`src/rtl/alu_issue_ctrl_pkg.sv`:
```
// Shared definitions for the alu issue controller: opcodes, FSM states and
// instruction field positions.
package alu_issue_ctrl_pkg;

    localparam int unsigned InstrW  = 16;
    localparam int unsigned OpW     = 4;
    localparam int unsigned RegIdxW = 3;
    localparam int unsigned FlagW   = 4;

    localparam logic [OpW-1:0] OpNop  = 4'b0000;
    localparam logic [OpW-1:0] OpLdi  = 4'b0001;
    localparam logic [OpW-1:0] OpAdd  = 4'b0010;
    localparam logic [OpW-1:0] OpSub  = 4'b0011;
    localparam logic [OpW-1:0] OpAnd  = 4'b0100;
    localparam logic [OpW-1:0] OpOr   = 4'b0101;
    localparam logic [OpW-1:0] OpXor  = 4'b0110;
    localparam logic [OpW-1:0] OpNotA = 4'b0111;

    localparam int unsigned OpMsb  = 15;
    localparam int unsigned OpLsb  = 12;
    localparam int unsigned RdMsb  = 11;
    localparam int unsigned RdLsb  = 9;
    localparam int unsigned RaMsb  = 8;
    localparam int unsigned RaLsb  = 6;
    localparam int unsigned RbMsb  = 5;
    localparam int unsigned RbLsb  = 3;
    localparam int unsigned ImmMsb = 7;
    localparam int unsigned ImmLsb = 0;

    typedef enum logic [1:0] {
        StIdle,
        StIssue,
        StWait,
        StWb
    } state_e;

    // Opcodes that are executed by the external alu.
    function automatic logic is_alu_op(input logic [OpW-1:0] op);
        return (op >= OpAdd) && (op <= OpNotA);
    endfunction

    // Upper half of the opcode space is reserved.
    function automatic logic is_illegal_op(input logic [OpW-1:0] op);
        return op[OpW-1];
    endfunction

endpackage

```
`src/rtl/alu_issue_ctrl_if.sv`:
```
// Instruction handshake, alu drive/return bus and status/debug signals of the
// issue controller. The slave side is the controller itself.
interface alu_issue_ctrl_if #(
    parameter int unsigned DataWidth = 8
) ();
    import alu_issue_ctrl_pkg::*;

    logic                 in_valid;
    logic                 in_ready;
    logic [InstrW-1:0]    in_instr;

    logic                 alu_en;
    logic                 alu_oe;
    logic [OpW-1:0]       alu_opcode;
    logic [DataWidth-1:0] alu_a;
    logic [DataWidth-1:0] alu_b;
    logic [DataWidth-1:0] alu_out;
    logic                 alu_cf;
    logic                 alu_of;
    logic                 alu_sf;
    logic                 alu_zf;

    logic [FlagW-1:0]     flags;
    logic                 done;
    logic                 err;
    logic                 busy;
    logic [RegIdxW-1:0]   dbg_addr;
    logic [DataWidth-1:0] dbg_data;

    modport master (
        output in_valid, in_instr, alu_out, alu_cf, alu_of, alu_sf, alu_zf, dbg_addr,
        input  in_ready, alu_en, alu_oe, alu_opcode, alu_a, alu_b, flags, done, err, busy,
               dbg_data
    );

    modport slave (
        input  in_valid, in_instr, alu_out, alu_cf, alu_of, alu_sf, alu_zf, dbg_addr,
        output in_ready, alu_en, alu_oe, alu_opcode, alu_a, alu_b, flags, done, err, busy,
               dbg_data
    );

endinterface

```
`src/rtl/alu_issue_ctrl_regfile.sv`:
```
// NumRegs x DataWidth register file: two async operand reads, one async debug
// read, one synchronous write, synchronous clear.
module alu_issue_ctrl_regfile #(
    parameter int unsigned DataWidth = 8,
    parameter int unsigned NumRegs   = 8,
    parameter int unsigned IdxW      = 3
) (
    input  logic                 clk_i,
    input  logic                 rst_i,
    input  logic [IdxW-1:0]      ra_addr_i,
    output logic [DataWidth-1:0] ra_data_o,
    input  logic [IdxW-1:0]      rb_addr_i,
    output logic [DataWidth-1:0] rb_data_o,
    input  logic [IdxW-1:0]      dbg_addr_i,
    output logic [DataWidth-1:0] dbg_data_o,
    input  logic                 we_i,
    input  logic [IdxW-1:0]      wr_addr_i,
    input  logic [DataWidth-1:0] wr_data_i
);

    logic [DataWidth-1:0] regs_q [NumRegs];

    // Clear on reset, otherwise single write port.
    always_ff @(posedge clk_i) begin
        if (rst_i) begin
            for (int i = 0; i < int'(NumRegs); i++) begin
                regs_q[i] <= '0;
            end
        end else if (we_i) begin
            regs_q[wr_addr_i] <= wr_data_i;
        end
    end

    assign ra_data_o  = regs_q[ra_addr_i];
    assign rb_data_o  = regs_q[rb_addr_i];
    assign dbg_data_o = regs_q[dbg_addr_i];

endmodule

```
`src/rtl/alu_issue_ctrl.sv`:
```
// Issue stage for the 8-bit alu: accepts instructions, executes LDI/NOP and
// illegal opcodes locally, sequences alu ops through ISSUE/WAIT/WB and writes
// the result and flags back.
module alu_issue_ctrl
    import alu_issue_ctrl_pkg::*;
#(
    parameter int unsigned DataWidth = 8,
    parameter int unsigned NumRegs   = 8,
    parameter int unsigned AluLat    = 1
) (
    input logic           clk,
    input logic           rst,
    alu_issue_ctrl_if.slave bus
);

    localparam int unsigned CntW     = (AluLat > 2) ? $clog2(AluLat) : 1;
    localparam int unsigned WaitInit = (AluLat >= 2) ? AluLat - 2 : 0;

    state_e               state;
    logic [CntW-1:0]      wait_cnt;
    logic [OpW-1:0]       op_q;
    logic [DataWidth-1:0] a_q;
    logic [DataWidth-1:0] b_q;
    logic [RegIdxW-1:0]   rd_q;
    logic                 en_q;
    logic [FlagW-1:0]     flags_q;
    logic                 done_q;
    logic                 err_q;

    logic [OpW-1:0]       in_op;
    logic [RegIdxW-1:0]   in_rd;
    logic [RegIdxW-1:0]   in_ra;
    logic [RegIdxW-1:0]   in_rb;
    logic [DataWidth-1:0] in_imm;
    logic                 accept;

    logic [DataWidth-1:0] rd_a;
    logic [DataWidth-1:0] rd_b;
    logic                 wr_en;
    logic [RegIdxW-1:0]   wr_addr;
    logic [DataWidth-1:0] wr_data;

    assign in_op  = bus.in_instr[OpMsb:OpLsb];
    assign in_rd  = bus.in_instr[RdMsb:RdLsb];
    assign in_ra  = bus.in_instr[RaMsb:RaLsb];
    assign in_rb  = bus.in_instr[RbMsb:RbLsb];
    assign in_imm = DataWidth'(bus.in_instr[ImmMsb:ImmLsb]);
    assign accept = bus.in_valid && (state == StIdle);

    // Operands are sampled on the accept edge, which is the same regfile state
    // the ISSUE cycle would see, so rd==ra/rb reads the old value.
    alu_issue_ctrl_regfile #(
        .DataWidth (DataWidth),
        .NumRegs   (NumRegs),
        .IdxW      (RegIdxW)
    ) u_regfile (
        .clk_i      (clk),
        .rst_i      (rst),
        .ra_addr_i  (in_ra),
        .ra_data_o  (rd_a),
        .rb_addr_i  (in_rb),
        .rb_data_o  (rd_b),
        .dbg_addr_i (bus.dbg_addr),
        .dbg_data_o (bus.dbg_data),
        .we_i       (wr_en),
        .wr_addr_i  (wr_addr),
        .wr_data_i  (wr_data)
    );

    // Write port: alu result on the edge ending WB, immediate on LDI accept.
    always_comb begin
        wr_en   = 1'b0;
        wr_addr = in_rd;
        wr_data = in_imm;
        if (state == StWb) begin
            wr_en   = 1'b1;
            wr_addr = rd_q;
            wr_data = bus.alu_out;
        end else if (accept && (in_op == OpLdi)) begin
            wr_en = 1'b1;
        end
    end

    // Sequencer with registered alu drives, flags, done pulse and sticky error.
    always_ff @(posedge clk) begin
        if (rst) begin
            state    <= StIdle;
            wait_cnt <= '0;
            op_q     <= '0;
            a_q      <= '0;
            b_q      <= '0;
            rd_q     <= '0;
            en_q     <= 1'b0;
            flags_q  <= '0;
            done_q   <= 1'b0;
            err_q    <= 1'b0;
        end else begin
            done_q <= 1'b0;
            unique case (state)
                StIdle: begin
                    if (bus.in_valid) begin
                        if (is_alu_op(in_op)) begin
                            state <= StIssue;
                            op_q  <= in_op;
                            a_q   <= rd_a;
                            b_q   <= rd_b;
                            rd_q  <= in_rd;
                            en_q  <= 1'b1;
                        end else begin
                            // LDI, NOP and illegal retire without leaving IDLE.
                            done_q <= 1'b1;
                            if (is_illegal_op(in_op)) begin
                                err_q <= 1'b1;
                            end
                        end
                    end
                end
                StIssue: begin
                    if (AluLat > 1) begin
                        state    <= StWait;
                        wait_cnt <= CntW'(WaitInit);
                    end else begin
                        state <= StWb;
                    end
                end
                StWait: begin
                    if (wait_cnt == '0) begin
                        state <= StWb;
                    end else begin
                        wait_cnt <= wait_cnt - 1'b1;
                    end
                end
                StWb: begin
                    state   <= StIdle;
                    flags_q <= {bus.alu_cf, bus.alu_of, bus.alu_sf, bus.alu_zf};
                    done_q  <= 1'b1;
                    op_q    <= '0;
                    a_q     <= '0;
                    b_q     <= '0;
                    en_q    <= 1'b0;
                end
                default: state <= StIdle;
            endcase
        end
    end

    assign bus.in_ready   = (state == StIdle);
    assign bus.busy       = (state != StIdle);
    assign bus.alu_en     = en_q;
    assign bus.alu_oe     = en_q;
    assign bus.alu_opcode = op_q;
    assign bus.alu_a      = a_q;
    assign bus.alu_b      = b_q;
    assign bus.flags      = flags_q;
    assign bus.done       = done_q;
    assign bus.err        = err_q;

endmodule
```
`src/flat_wrapper.sv`:
```
// flat-port wrapper written by rule: the top's interface ports become plain ports
module alu_issue_ctrl_flat import alu_issue_ctrl_pkg::*;
#(
    parameter int unsigned DataWidth = 8,
    parameter int unsigned NumRegs   = 8,
    parameter int unsigned AluLat    = 1
)
  (clk, rst, bus_in_valid, bus_in_instr, bus_alu_out, bus_alu_cf, bus_alu_of, bus_alu_sf, bus_alu_zf, bus_dbg_addr, bus_in_ready, bus_alu_en, bus_alu_oe, bus_alu_opcode, bus_alu_a, bus_alu_b, bus_flags, bus_done, bus_err, bus_busy, bus_dbg_data);
  alu_issue_ctrl_if #(.DataWidth(DataWidth)) bus_i ();
  input logic clk;
  input logic rst;
  input wire logic [$bits(bus_i.in_valid)-1:0] bus_in_valid;
  input wire logic [$bits(bus_i.in_instr)-1:0] bus_in_instr;
  input wire logic [$bits(bus_i.alu_out)-1:0] bus_alu_out;
  input wire logic [$bits(bus_i.alu_cf)-1:0] bus_alu_cf;
  input wire logic [$bits(bus_i.alu_of)-1:0] bus_alu_of;
  input wire logic [$bits(bus_i.alu_sf)-1:0] bus_alu_sf;
  input wire logic [$bits(bus_i.alu_zf)-1:0] bus_alu_zf;
  input wire logic [$bits(bus_i.dbg_addr)-1:0] bus_dbg_addr;
  output wire logic [$bits(bus_i.in_ready)-1:0] bus_in_ready;
  output wire logic [$bits(bus_i.alu_en)-1:0] bus_alu_en;
  output wire logic [$bits(bus_i.alu_oe)-1:0] bus_alu_oe;
  output wire logic [$bits(bus_i.alu_opcode)-1:0] bus_alu_opcode;
  output wire logic [$bits(bus_i.alu_a)-1:0] bus_alu_a;
  output wire logic [$bits(bus_i.alu_b)-1:0] bus_alu_b;
  output wire logic [$bits(bus_i.flags)-1:0] bus_flags;
  output wire logic [$bits(bus_i.done)-1:0] bus_done;
  output wire logic [$bits(bus_i.err)-1:0] bus_err;
  output wire logic [$bits(bus_i.busy)-1:0] bus_busy;
  output wire logic [$bits(bus_i.dbg_data)-1:0] bus_dbg_data;
  assign bus_i.in_valid = bus_in_valid;
  assign bus_i.in_instr = bus_in_instr;
  assign bus_i.alu_out = bus_alu_out;
  assign bus_i.alu_cf = bus_alu_cf;
  assign bus_i.alu_of = bus_alu_of;
  assign bus_i.alu_sf = bus_alu_sf;
  assign bus_i.alu_zf = bus_alu_zf;
  assign bus_i.dbg_addr = bus_dbg_addr;
  assign bus_in_ready = bus_i.in_ready;
  assign bus_alu_en = bus_i.alu_en;
  assign bus_alu_oe = bus_i.alu_oe;
  assign bus_alu_opcode = bus_i.alu_opcode;
  assign bus_alu_a = bus_i.alu_a;
  assign bus_alu_b = bus_i.alu_b;
  assign bus_flags = bus_i.flags;
  assign bus_done = bus_i.done;
  assign bus_err = bus_i.err;
  assign bus_busy = bus_i.busy;
  assign bus_dbg_data = bus_i.dbg_data;
  alu_issue_ctrl #(.DataWidth(DataWidth), .NumRegs(NumRegs), .AluLat(AluLat)) u_core (.clk(clk), .rst(rst), .bus(bus_i));
endmodule
```
`config.mk`:
```
export PLATFORM = sky130hd
export DESIGN_NAME = alu_issue_ctrl_flat
export DESIGN_NICKNAME = d
export VERILOG_FILES = /design/src/rtl/alu_issue_ctrl_pkg.sv /design/src/rtl/alu_issue_ctrl_if.sv /design/src/rtl/alu_issue_ctrl_regfile.sv /design/src/rtl/alu_issue_ctrl.sv /design/src/flat_wrapper.sv
export SDC_FILE = /design/constraint.sdc
export NUM_CORES = 1
export LEC_CHECK = 0
export BUFFER_PORTS_ARGS = -buffer_cell sky130_fd_sc_hd__buf_2
export CELL_PAD_IN_SITES_DETAIL_PLACEMENT = 0
export CELL_PAD_IN_SITES_GLOBAL_PLACEMENT = 1
export CORE_UTILIZATION = 25
export CTS_CLUSTER_SIZE = 8
export DETAILED_ROUTE_END_ITERATION = 8
export PLACE_DENSITY = 0.54
export REMOVE_ABC_BUFFERS = 1
export SLEW_MARGIN = 40
export SYNTH_ARGS = -nofsm -noshare
export SYNTH_HDL_FRONTEND = slang
export SYNTH_SLANG_ARGS = --single-unit
```
`constraint.sdc`:
```
create_clock -name clk -period 5.4 [get_ports clk]
set_input_delay 0.81 -clock clk [delete_from_list [all_inputs] [get_ports clk]]
set_output_delay 0.81 -clock clk [all_outputs]
set_load 0.01 [all_outputs]
```
==> results list, run 1 <==
* Result of the run: finished, final reports clean
- Before antenna repair, the detailed router went through 4 iterations.
- Delay-heaviest family, CP: multiplexers
- Area of the die: approximately 21000 um^2
* GRT Resource Usage Total: 0.148
- The Yosys step of the flow raised 0 warnings.
- Worst-case clock buffer depth: 2
- Master cell of the clock root buffer: clkbuf_16
- Final critical-path share of the clock period: 0.572
* Most instantiated flip-flop cell in the synthesis netlist: edfxtp_1
* Fraction of final layout cells sized beyond drive strength 1: 0.391
- Timing would allow up to roughly 320 MHz.
- Yosys attributes the largest share of cell area to edfxtp_1 38%, mux4_2 21%, dfxtp_1 13%.
* Num Clock Sinks: between 90 and 100
- Final net count: 464
- The worst setup path is captured at a primary output.
- Number of antenna violations at the first check in global routing: 0
- Post-synth EDFFs: 64
- Placeable core region: ~20000 um^2
- Worst-path cell chain: buf_2 -> mux4_2 -> mux2_2 -> buf_2
- Std-Cell Rows: between 50 and 60
- In the final timing run, aggregate negative setup slack is 0 ps.
- Post-CTS timing repair inserted 0 buffers for setup.
- The die is 145 um tall.
- Most frequent cells in the layout: 72 x nor2_1, 71 x buf_2, 64 x edfxtp_1, 48 x mux4_2, 32 x dfxtp_1
- On the final layout, the worst clock skew is about 10 ps.
- Actual transition at the worst max-transition pin: approximately 780 ps
* Final Setup Violations: 0
- FF+latch count, synth: 96
* Routed WL per cell: about 21 um
- Across the VDD grid, the largest voltage drop is around 0.14 mV.
* CTS H-Tree Depth: 3
- After clock tree synthesis, the repair step resized 0 gates.
- Via count of the routed design: around 3400
- For this configuration, the core starts out at a cell density of 0.258.
* Dominant cell type by count on the critical path: buf_2
- ANT nets after route: 0
- Clock edge transition at the registers on the reported setup and hold paths: roughly 70 ps
* Cell with the biggest individual delay on the critical path: mux4_2
- The number of global-route vias before repair came to 3570.
- The count of endpoints failing hold in the final timing report came to 0.
- Critical Setup Path Class: in -> out
- Class of the most critical hold timing path: reg -> reg
- Subtracting the final worst setup slack from the clock period gives slightly above 3000 ps.
- Cell taking the most area after synthesis: edfxtp_1
* Cell area after layout: ~6000 um^2
- Setup slack on the worst flop-to-flop path: about 2700 ps
- After detailed routing, the number of remaining DRC violations is 0.
* FFs w/ async S/R, synth: 0
- Element type at the critical path start: input port
- After synthesis, the mean cell area works out to around 14 um^2.
* Pin count of the biggest net entering global routing: 30
- Number of pins with negative max-slew slack in the final report: 0
- The first global-routing pass estimated between 20000 and 25000 um of wire.
- Leaving out fill and tap cells, the most frequent cell in the layout is nor2_1.
- Leakage power figure: 2.26 nW
- Counting distinct cell types in the post-synthesis netlist gives 39.
- Summed over all nets, the half-perimeter wirelength after detailed placement is 10600 um.
- After detailed routing, the total wire length is approximately 15000 um.
- Fraction of synthesized cell area taken by the top area cell type: 0.377
- Unrepaired setup endpoints after global routing: no
- Post-place instance area: between 5000 and 6000 um^2
* Via/cell ratio: 4.91
- TritonCTS built the clock tree.
- Routability-driven placement finished with a final weighted congestion of 0.813.
- Buffers inserted during clock tree synthesis total 9.
- At the later pin of the worst-skew pair, clock insertion delay measures 360 ps.
- For this design the top-level I/O count stands at 72.
* Synthesis-to-finish area growth: 17.9%
* Global route total overflow: 0
- Longest individual stage delay on the worst path: roughly 570 ps
- Combined area of all synthesized cells: between 5000 and 6000 um^2
- Number of antenna cells inserted: 0
- Worst relative slew slack: 0.467
- Number of hold buffers added after cts: 0
- Areal power density over the cells: 306 nW/um^2
* Quantity of I/O buffers inserted on ports: 71
- At the worst endpoint, the required time is around 4600 ps.
- Of all nets on the critical path, the largest fanout is 16.
- Synthesis produced ~370 cells.
- Across the run, the number of max-cap violations was 0.
- Arrival time of data at the critical path endpoint: 2280 ps
- Detailed Route Iter0 Violations: between 150 and 200
- Sequential cell area fraction in the yosys report: 0.503
* Chip Width: between 100 and 150 um
- Buffer and inverter count on the worst path: 2
-- worst register-to-register path, delay by kind of cell (launching register included) --
kind            cells  cell delay (ps)
fa+ha+maj           1              350
flops               1              340
simple gates        2              800
compound gates      1              550
buf+inv             1              280
-- power by group --
| part | switching, mW | internal (mW) | total (mW) | leakage, nW |
|---|---|---|---|---|
| clock network | 0.317 | 0.374 | 0.691 | 0.157 |
| registers | 0.0305 | 0.820 | 0.851 | 0.921 |
| logic | 0.173 | 0.127 | 0.300 | 1.18 |
| total | 0.521 | 1.32 | 1.84 | 2.26 |
-- flip-flops by register name, indices dropped and copies added, names as in the netlist --
name / cells
u_core.bus.alu_a: 8
u_core.bus.alu_b: 8
u_core.bus.alu_en: 1
u_core.bus.alu_opcode: 4
u_core.bus.done: 1
u_core.bus.err: 1
u_core.bus.flags: 4
u_core.rd_q: 3
u_core.state: 2
u_core.u_regfile.regs_q: 64
-- through the flow --
| stage | utilization | hold WS, ps | cells | total power [mW] | setup slack (ps) |
|---|---|---|---|---|---|
| 5_1_grt | 0.305 | 498 | 697 | 1.92 | 2180 |
| 4_1_cts | 0.305 | 468 | 697 | 1.86 | 2270 |
| 2_1_floorplan | - | 455 | 343 | 1.04 | 2760 |
| 6_report | 0.305 | 462 | 697 | 1.84 | 2310 |
| 3_3_place_gp | 0.288 | 445 | 681 | 1.17 | 2270 |
| 3_5_place_dp | 0.288 | 448 | 681 | 1.17 | 2270 |
-- final cells by class --
type                    instances  area (um^2)
clock inverters                 7         97.6
fillers                      2009        13700
clock buffers                   9          225
inverters                       8         30.0
multi-input cells             239         2390
well taps                     265          332
flip-flops and latches         96         2560
repair buffers                 73          370
-- layer usage --
| metal | vias up | routed length [um] | GRT usage |
|---|---|---|---|
| met1 | 1722 | 5910 | 0.173 |
| met5 | - | 0 | 0 |
| met3 | 21 | 920 | 0.0355 |
| met4 | 0 | 349 | 0.0543 |
| met2 | 127 | 7440 | 0.262 |
| li1 | 1553 | - | - |
-- worst paths after layout --
path	startpoint	endpoint	cells after the start
hold reg to reg	u_core.bus.alu_opcode[3]	u_core.bus.alu_opcode[3]	1
hold / removal	u_core.bus.alu_opcode[3]	u_core.bus.alu_opcode[3]	1
setup reg to reg	u_core.state[0]	u_core.u_regfile.regs_q[7][0]	5
setup / recovery	bus_dbg_addr[0]	bus_dbg_data[0]	4
-- cell families after synthesis --
group | Yosys count | share of synthesized area
buffers and inverters | 31 | 0.0295
adder cells (fa/ha/maj) | 3 | 0.00737
AO/OA/AOI/OAI | 38 | 0.0697
flip-flops | 96 | 0.503
AND/OR/NAND/NOR | 126 | 0.129
multiplexers | 72 | 0.261
-- cell usage after synthesis, types with 2 or more instances --
cell / n
mux4_2: 48
inv_1: 8
edfxtp_1: 64
o21ai_0: 3
mux2_2: 8
buf_4: 4
mux2i_1: 16
a221o_1: 16
clkbuf_2: 2
nand2b_1: 9
clkbuf_1: 8
a21oi_1: 7
nor2_1: 72
ha_1: 3
nor4_4: 2
o32ai_1: 3
o41ai_4: 2
and3_1: 16
or3b_2: 3
buf_2: 7
a31oi_1: 2
nand3b_1: 3
nand2_2: 9
nand2_1: 4
dfxtp_1: 32
a211oi_1: 2
No activity file was read; power rests on OpenSTA's default activity.
==> inputs of run 2 (changes only) <==
--- a/config.mk
+++ b/config.mk
@@ -11,7 +11,7 @@
 export CORE_UTILIZATION = 25
 export CTS_CLUSTER_SIZE = 8
 export DETAILED_ROUTE_END_ITERATION = 8
-export PLACE_DENSITY = 0.54
+export PLACE_DENSITY = 0.55
 export REMOVE_ABC_BUFFERS = 1
 export SLEW_MARGIN = 40
 export SYNTH_ARGS = -nofsm -noshare
==> constraint.sdc (replaced) <==
create_clock -name clk -period 2.75 [get_ports clk]
set_input_delay 0.4125 -clock clk [delete_from_list [all_inputs] [get_ports clk]]
set_output_delay 0.4125 -clock clk [all_outputs]
set_load 0.01 [all_outputs]
==> results list, run 2 (synthesized netlist as in run 1, its figures left out) <==
- Setup slack on the worst flop-to-flop path: 480 ps (-2230 ps)
- The headroom to the max-slew limit was 0.549 (+0.0819).
* Final Critical Period: 2270 ps
- The number of DRC markers in iteration 0 was 149 (-16%).
- The post-CTS setup buffer count came to 0 (unchanged).
- The H-tree level count was 3 (unchanged).
- Worst R2R Path Depth: 5 (unchanged)
* MaxCap Viol Count: 0 (unchanged)
- The number of global-route vias before repair is 3568 (-0.056%).
- The detailed placer's ending HPWL is 10400 um (-1.9%).
- The static leakage is 2.36 nW (+4.3%).
* First-pass GRT wire length: 21500 um (+0.19%)
* Global route total overflow: 0 (unchanged)
- The clock sink count came to 96 (unchanged).
- The worst hold path begins at bus_alu_zf.
* Via count of the routed design: 3474 (+1.5%)
- Placed cell count: 703 (+3.2%)
- Chip Width: 145 um (unchanged)
- Pin count of the biggest net entering global routing: 30 (unchanged)
- Crit. Startpoint: u_core.state[0]
- Area of the die: 21000 um^2 (unchanged)
- Number of pins with negative max-slew slack in the final report: 0 (unchanged)
- The latest clock arrival within the worst-skew pair was 360 ps (about the same).
- Switching share of power: 0.289 (+0.00624)
- The final routed wire length divided by cell count is 19.8 um (-5.6%).
- Final hold violations: 0 (unchanged)
- End point of the critical path: u_core.u_regfile.regs_q[4][6]
* Actual transition at the worst max-transition pin: 672 ps (-106 ps)
* Detailed-routing iteration count for the pre-antenna-repair pass: 4 (unchanged)
* Maximum ir drop on the vdd rail: 0.277 mV (+96%)
- Worst flop-to-flop path endpoint: u_core.u_regfile.regs_q[4][6]
- Cell-internal power: 2.54 mW (+92%)
* Master cell of the clock root buffer: clkbuf_16
* Number of gates resized after cts: 0 (unchanged)
* Via/cell ratio: 4.83 (-1.6%)
- Placeable core region: 19700 um^2 (unchanged)
- Number of ports placed on the die boundary: 72 (unchanged)
* Final net count: 486 (+4.7%)
* Sum of negative setup slack: 0 ps (unchanged)
* Clock edge transition at the registers on the reported setup and hold paths: 70 ps (about the same)
- Category of the worst setup path capture point: register
- Sw power: 1.03 mW (+98%)
* Final Setup Violations: 0 (unchanged)
* Die Height: 145 um (unchanged)
* Unrepaired setup endpoints after global routing: no
* Share of total power in the clock network: 0.356 (-0.019)
* GRT Resource Usage Total: 0.147 (-0.00113)
- Counting flops per register, the top entry is u_core.u_regfile.regs_q.
- The ratio of total power to cell area came to 579 nW/um^2 (+89%).
* ANT nets after route: 0 (unchanged)
* Result of the run: finished, final reports clean
- The total routed wirelength is 14200 um (-2.6%).
- The fraction of final layout cells sized beyond drive strength 1 came to 0.414 (+0.0229).
- Number of hold buffers added after cts: 0 (unchanged)
- Share of power burned in registers: 0.467 (+0.005)
- Class of the most critical hold timing path: in -> reg
- Std-Cell Rows: 51 (unchanged)
- TritonCTS built the clock tree.
* Final critical-path share of the clock period: 0.824
* Worst-case clock buffer depth: 2 (unchanged)
- Hold path depth: 3 (+2)
- The count of unresolved DRC violations after routing came to 0 (unchanged).
- Share of total power in combinational logic: 0.177 (+0.014)
- The worst clock skew came to 11.9 ps (+2.13 ps).
* Highest clock frequency the design can meet: about 440 MHz
* Max FFs per register: 64 (unchanged)
- Arrival time of data at the critical path endpoint: 2260 ps (-20 ps)
- The library cell used most frequently in the layout, excluding fill and tap cells, is nor2_1.
- The number of antenna cells inserted was 0 (unchanged).
* Element type at the critical path start: register
- The maximum fanout along the worst path was 10 (-6).
- The routability-driven placement congestion ratio is 0.797 (-2.0%).
* Crit path required time: 2740 ps (-1850 ps)
- The number of buffers inserted by port buffering came to 71 (unchanged).
- Critical Setup Path Class: reg -> reg
- The area growth from synthesis to layout is 20.9%.
- Starting density of the core: 0.258 (unchanged)
- The clock buffer count from CTS is 9 (unchanged).
- Most frequent cells in the layout: 72 x nor2_1, 71 x buf_2, 64 x edfxtp_1, 48 x mux4_2, 32 x dfxtp_1
- The worst register-to-register path begins at u_core.state[0].
- The final instance count without filler cells was 719 (+3.2%).
- Number of antenna violations at the first check in global routing: 0 (unchanged)
[run 2: changes by cell type in the layout (fill, tap and decap cells not counted)]
| cell | delta |
|---|---|
| buf_12 | +1 |
| inv_8 | +1 |
| ha_1 | +1 |
| ha_2 | -1 |
| bufinv_16 | -1 |
| mux2i_2 | -2 |
| buf_4 | +21 |
| mux2i_1 | +2 |
[run 2: worst min path at each step]
| stage | endpoint | slack, ps |
|---|---|---|
| floorplan | u_core.rd_q[0] | 460 |
| global placement | u_core.bus.alu_opcode[3] | 440 |
| detailed placement | u_core.bus.alu_opcode[3] | 450 |
| CTS | u_core.bus.flags[3] | 280 |
| global route | u_core.bus.flags[0] | 290 |
| finish | u_core.bus.flags[0] | 300 |
[run 2: through the flow]
step / cell area, um^2 / setup WS (ps) / power (mW) / hold slack (ps) / util
2_1_floorplan: 4980 / 108 / 2.05 / 455 / -
5_1_grt: 6160 / 338 / 3.74 / 294 / 0.312
4_1_cts: 6160 / 462 / 3.62 / 283 / 0.312
3_5_place_dp: 5860 / 353 / 2.34 / 449 / 0.297
6_report: 6160 / 483 / 3.57 / 296 / 0.312
3_3_place_gp: 5860 / 380 / 2.33 / 438 / 0.297
[run 2: power groups by stage]
stage / registers [mW] / clock network, mW / logic [mW]
global route: 1.68 / 1.37 / 0.685
floorplan: 1.69 / 0 / 0.353
finish: 1.66 / 1.27 / 0.630
global placement: 1.69 / 0 / 0.635
CTS: 1.67 / 1.31 / 0.641
detailed placement: 1.70 / 0 / 0.640
[run 2: final cells by class]
type / instances / area (um^2)
Clock inverter: 7 / 78.8
Tap cell: 265 / 332
Inverter: 8 / 30.0
Multi-Input combinational cell: 239 / 2380
Timing Repair Buffer: 95 / 548
Clock buffer: 9 / 225
Sequential cell: 96 / 2560
Fill cell: 1994 / 13600
[run 2: routing by layer]
layer  track usage  vias up  wire length (um)  part of all wire
li1              -     1604                 -                 -
met1         0.173     1694              5670              0.40
met2         0.250      149              6840              0.48
met3        0.0378       27              1220             0.086
met4        0.0676        0               500             0.035
met5             0        -                 0                 0
[run 2: worst max-delay path: stages (launching register included)]
cell and delay, ps:
dfxtp_1 340, ha_1 300, or3b_2 490, a21oi_1 290
nand2_2 90, nand2b_1 390
==> inputs of run 3 (changes only) <==
--- a/config.mk
+++ b/config.mk
@@ -5,13 +5,14 @@
 export SDC_FILE = /design/constraint.sdc
 export NUM_CORES = 1
 export LEC_CHECK = 0
+export ABC_AREA = 1
 export BUFFER_PORTS_ARGS = -buffer_cell sky130_fd_sc_hd__buf_2
 export CELL_PAD_IN_SITES_DETAIL_PLACEMENT = 0
 export CELL_PAD_IN_SITES_GLOBAL_PLACEMENT = 1
 export CORE_UTILIZATION = 25
 export CTS_CLUSTER_SIZE = 8
 export DETAILED_ROUTE_END_ITERATION = 8
-export PLACE_DENSITY = 0.55
+export PLACE_DENSITY = 0.58
 export REMOVE_ABC_BUFFERS = 1
 export SLEW_MARGIN = 40
 export SYNTH_ARGS = -nofsm -noshare
==> constraint.sdc (replaced) <==
create_clock -name clk -period 2.22 [get_ports clk]
set_input_delay 0.333 -clock clk [delete_from_list [all_inputs] [get_ports clk]]
set_output_delay 0.333 -clock clk [all_outputs]
set_load 0.01 [all_outputs]
==> results list, run 3 <==
- The starting utilization of the core area is 0.256 (-0.00257).
* Sequential cell area fraction in the yosys report: 0.457 (-0.0454)
- The cell area after synthesis came to 5600 um^2 (+9.9%).
- Routed WL per cell: 16.7 um (-16%)
- The final worst-path setup slack was 208 ps (-275 ps).
- TritonCTS clock tree: built
* Dominant cell by count in the synthesized netlist: nand2_1
- Maximum ir drop on the vdd rail: 0.465 mV (+68%)
* MaxCap Viol Count: 0 (unchanged)
- Fraction of synthesized cell area taken by the top area cell type: 0.343 (-0.0340)
- STA classifies the critical path endpoint as a register.
* Quantity of I/O buffers inserted on ports: 71 (unchanged)
* Leading post-synthesis cells by instance count: 250 x nand2_1, 86 x inv_1, 81 x nor2_1
* Unrepaired setup endpoints after global routing: no
- The number of instances in the synthesized netlist is 780 (+110%).
- Areal power density over the cells: 708 nW/um^2 (+22%)
- In this run the critical register-to-register path is launched from u_core.state[0].
- Die Height: 152 um (+4.8%)
- Chip Width: 152 um (+4.8%)
- The minimum setup slack among reg-to-reg paths is 210 ps (-280 ps).
* Critical Path Fanout Max: 8 (-2)
- The number of antenna cells inserted came to 0 (unchanged).
* Actual transition at the worst max-transition pin: 688 ps (+16.7 ps)
- DR DRC count: 0 (unchanged)
- The maximum root-to-sink buffer count was 2 (unchanged).
- The endpoint required time on the critical path came to 2240 ps (-500 ps).
- Critical Setup Path Class: reg -> reg
- Element type at the critical path start: register
- Top area cells in the synthesized netlist: edfxtp_1 34%, nand2_1 17%, dfxtp_1 11%
- Cell taking the most area after synthesis: edfxtp_1
- The headroom to the max-slew limit came to 0.541 (-0.00826).
* Most frequent cells in the layout: 250 x nand2_1, 86 x inv_1, 81 x nor2_1, 80 x nand3_1, 71 x buf_2
- HPWL Detailed: 14500 um (+40%)
- Number of gates resized after cts: 0 (unchanged)
- The number of search-and-repair iterations in the first detailed-routing pass is 5 (+1).
* Most instantiated flip-flop cell in the synthesis netlist: edfxtp_1
- Worst flop-to-flop path endpoint: u_core.u_regfile.regs_q[3][1]
- First-pass GRT wire length: 28900 um (+35%)
* Number of pins with negative max-slew slack in the final report: 0 (unchanged)
- The depth of the worst register-to-register path was 8 (+3).
* Hold path depth: 3 (unchanged)
* Placed cell count: 1119 (+59%)
- Count of cell instances traversed by the critical path: 8 (+3)
* Worst setup timing slack at the placement stage: 217 ps (-136 ps)
- In this run the most critical hold path is launched from bus_alu_of.
- ANT nets after route: 0 (unchanged)
* Final Setup Violations: 0 (unchanged)
* Area of the die: 23000 um^2 (+9.8%)
* Longest individual stage delay on the worst path: 330 ps (-160 ps)
- FFs w/ async S/R, synth: 0 (unchanged)
- Post-synth EDFFs: 64 (unchanged)
* Commonest non-fill, non-tap cell in the layout: nand2_1
- The number of flip-flops in the largest register came to 64 (unchanged).
- The kind of cell with the highest combined delay along the critical path is simple AND/OR/NAND/NOR gates.
- The path with the worst hold slack has its endpoint at u_core.bus.flags[2].
- Number of unique standard cell types used by synthesis: 24 (-38%)
* Non-filler cells in the finished layout: 1135 (+58%)
- CTS H-Tree Depth: 3 (unchanged)
- The maximum number of pins on one net before global-route repair is 37 (+23%).
- The aggregate global routing overflow was 0 (unchanged).
* Final hold violations: 0 (unchanged)
- The largest individual stage delay along the critical path comes from the cell dfxtp_1.
- The flow ran to the end, and the final reports show no timing, DRC or antenna violations.
- Final weighted congestion of routability-driven global placement: 0.805 (+1.1%)
* GRT Resource Usage Total: 0.172 (+0.0247)
* Number of ports placed on the die boundary: 72 (unchanged)
- Placeable core region: 21900 um^2 (+11%)
- Final core utilization: 0.305 (-0.00701)
- The number of global-route vias before repair came to 4834 (+35%).
- The layout net count came to 887 (+83%).
- The clock sink count was 96 (unchanged).
* Number of antenna violations at the first check in global routing: 0 (unchanged)
* Clock edge transition at the registers on the reported setup and hold paths: 70 ps (about the same)
- Average instance area after synthesis: 7.18 um^2 (-48%)
* Leakage power figure: 3.14 nW (+33%)
- The tree is rooted in a clkbuf_16.
- Post-CTS setup buffer count: 0 (unchanged)
- The latest clock arrival within the worst-skew pair was 350 ps (about the same).
- The worst clock skew came to 7.73 ps (-4.15 ps).
* Worst-path cell chain: inv_1 -> ha_1 -> nand2_1 -> inv_1 -> nand2_1 -> o21ai_4 -> nand4_2 -> nand2_1
- The count of state elements after synthesis came to 96 (unchanged).
- Final critical-path share of the clock period: 0.906 (+0.0821)
* Cts bufs inserted: 9 (unchanged)
* Largest Register: u_core.u_regfile.regs_q
- Sum of negative setup slack: 0 ps (unchanged)
- The worst hold path belongs to the class in -> reg.
- Syn. warnings: 0 (unchanged)
- The fmax is 497 MHz (+13%).
* Buffer and inverter count on the worst path: 2 (+2)
* Std-Cell Rows: 54 (+5.9%)
- Detailed Route Iter0 Violations: 344 (+130%)
* Fraction of final layout cells sized beyond drive strength 1: 0.160 (-0.254)
* Via/cell ratio: 4.58 (-5.2%)
- Synthesis-to-finish area growth: 19.3%
- Among the stages of the critical path, the cell type that occurs most often is nand2_1.
- Number of hold buffers added after cts: 0 (unchanged)
- The total routed wirelength came to 19000 um (+33%).
- Final Critical Period: 2010 ps (-255 ps)
* Via count of the routed design: 5200 (+50%)
* Arrival time of data at the critical path endpoint: 2030 ps (-230 ps)
[run 3: worst max path at each step]
stage | startpoint | end | slack, ps
6_report | u_core.state[0] | u_core.u_regfile.regs_q[3][1] | 210
5_1_grt | u_core.state[0] | u_core.u_regfile.regs_q[3][1] | 10
4_1_cts | u_core.state[0] | u_core.u_regfile.regs_q[6][0] | 200
3_5_place_dp | u_core.state[0] | u_core.u_regfile.regs_q[3][1] | 220
3_3_place_gp | u_core.state[0] | u_core.u_regfile.regs_q[6][7] | 250
2_1_floorplan | u_core.state[0] | u_core.u_regfile.regs_q[0][0] | 40
[run 3: per-stage QoR]
step	instance area [um^2]	power, mW	hold slack, ps
global placement	6380	3.17	445
global route	6690	5.00	219
detailed placement	6380	3.16	444
floorplan	5400	2.67	402
CTS	6690	4.80	190
finish	6690	4.73	200
[run 3: logic make-up (layout without fill, tap and decap cells)]
group	Yosys count	after routing	share of synthesized area
flip-flops	96	96	0.457
AND/OR/NAND/NOR	421	421	0.314
buffers and inverters	135	210	0.0958
adder cells (fa/ha/maj)	3	3	0.00670
multiplexers	3	3	0.00536
AO/OA/AOI/OAI	122	122	0.121
[run 3: layer usage]
metal / up-vias / global-route usage / part of all wire
li1: 2654 / - / -
met1: 2394 / 0.243 / 0.49
met2: 138 / 0.266 / 0.45
met3: 14 / 0.0353 / 0.052
met4: 0 / 0.0376 / 0.015
met5: - / 0 / 0
[run 3: worst reg2reg max path: cells and delay by family, from the launching register on]
kind | cells | cell delay, ps
buffers and inverters | 2 | 150
AND/OR/NAND/NOR | 4 | 640
adder cells (fa/ha/maj) | 1 | 230
AO/OA/AOI/OAI | 1 | 320
flip-flops | 1 | 330
[run 3: final cells by class]
class,instances,area [um^2]
fillers,2462,15200
flip-flops and latches,96,2560
multi-input cells,549,2500
repair buffers,104,628
well taps,280,350
inverters,90,338
clock buffers,9,225
clock inverters,7,78.8
[run 3: where the power goes]
part / total [mW] / leakage, nW / switching, mW / internal, mW
logic: 1.03 / 2.07 / 0.701 / 0.330
registers: 2.07 / 0.921 / 0.0613 / 2.01
clock network: 1.63 / 0.150 / 0.739 / 0.890
total: 4.73 / 3.14 / 1.50 / 3.23
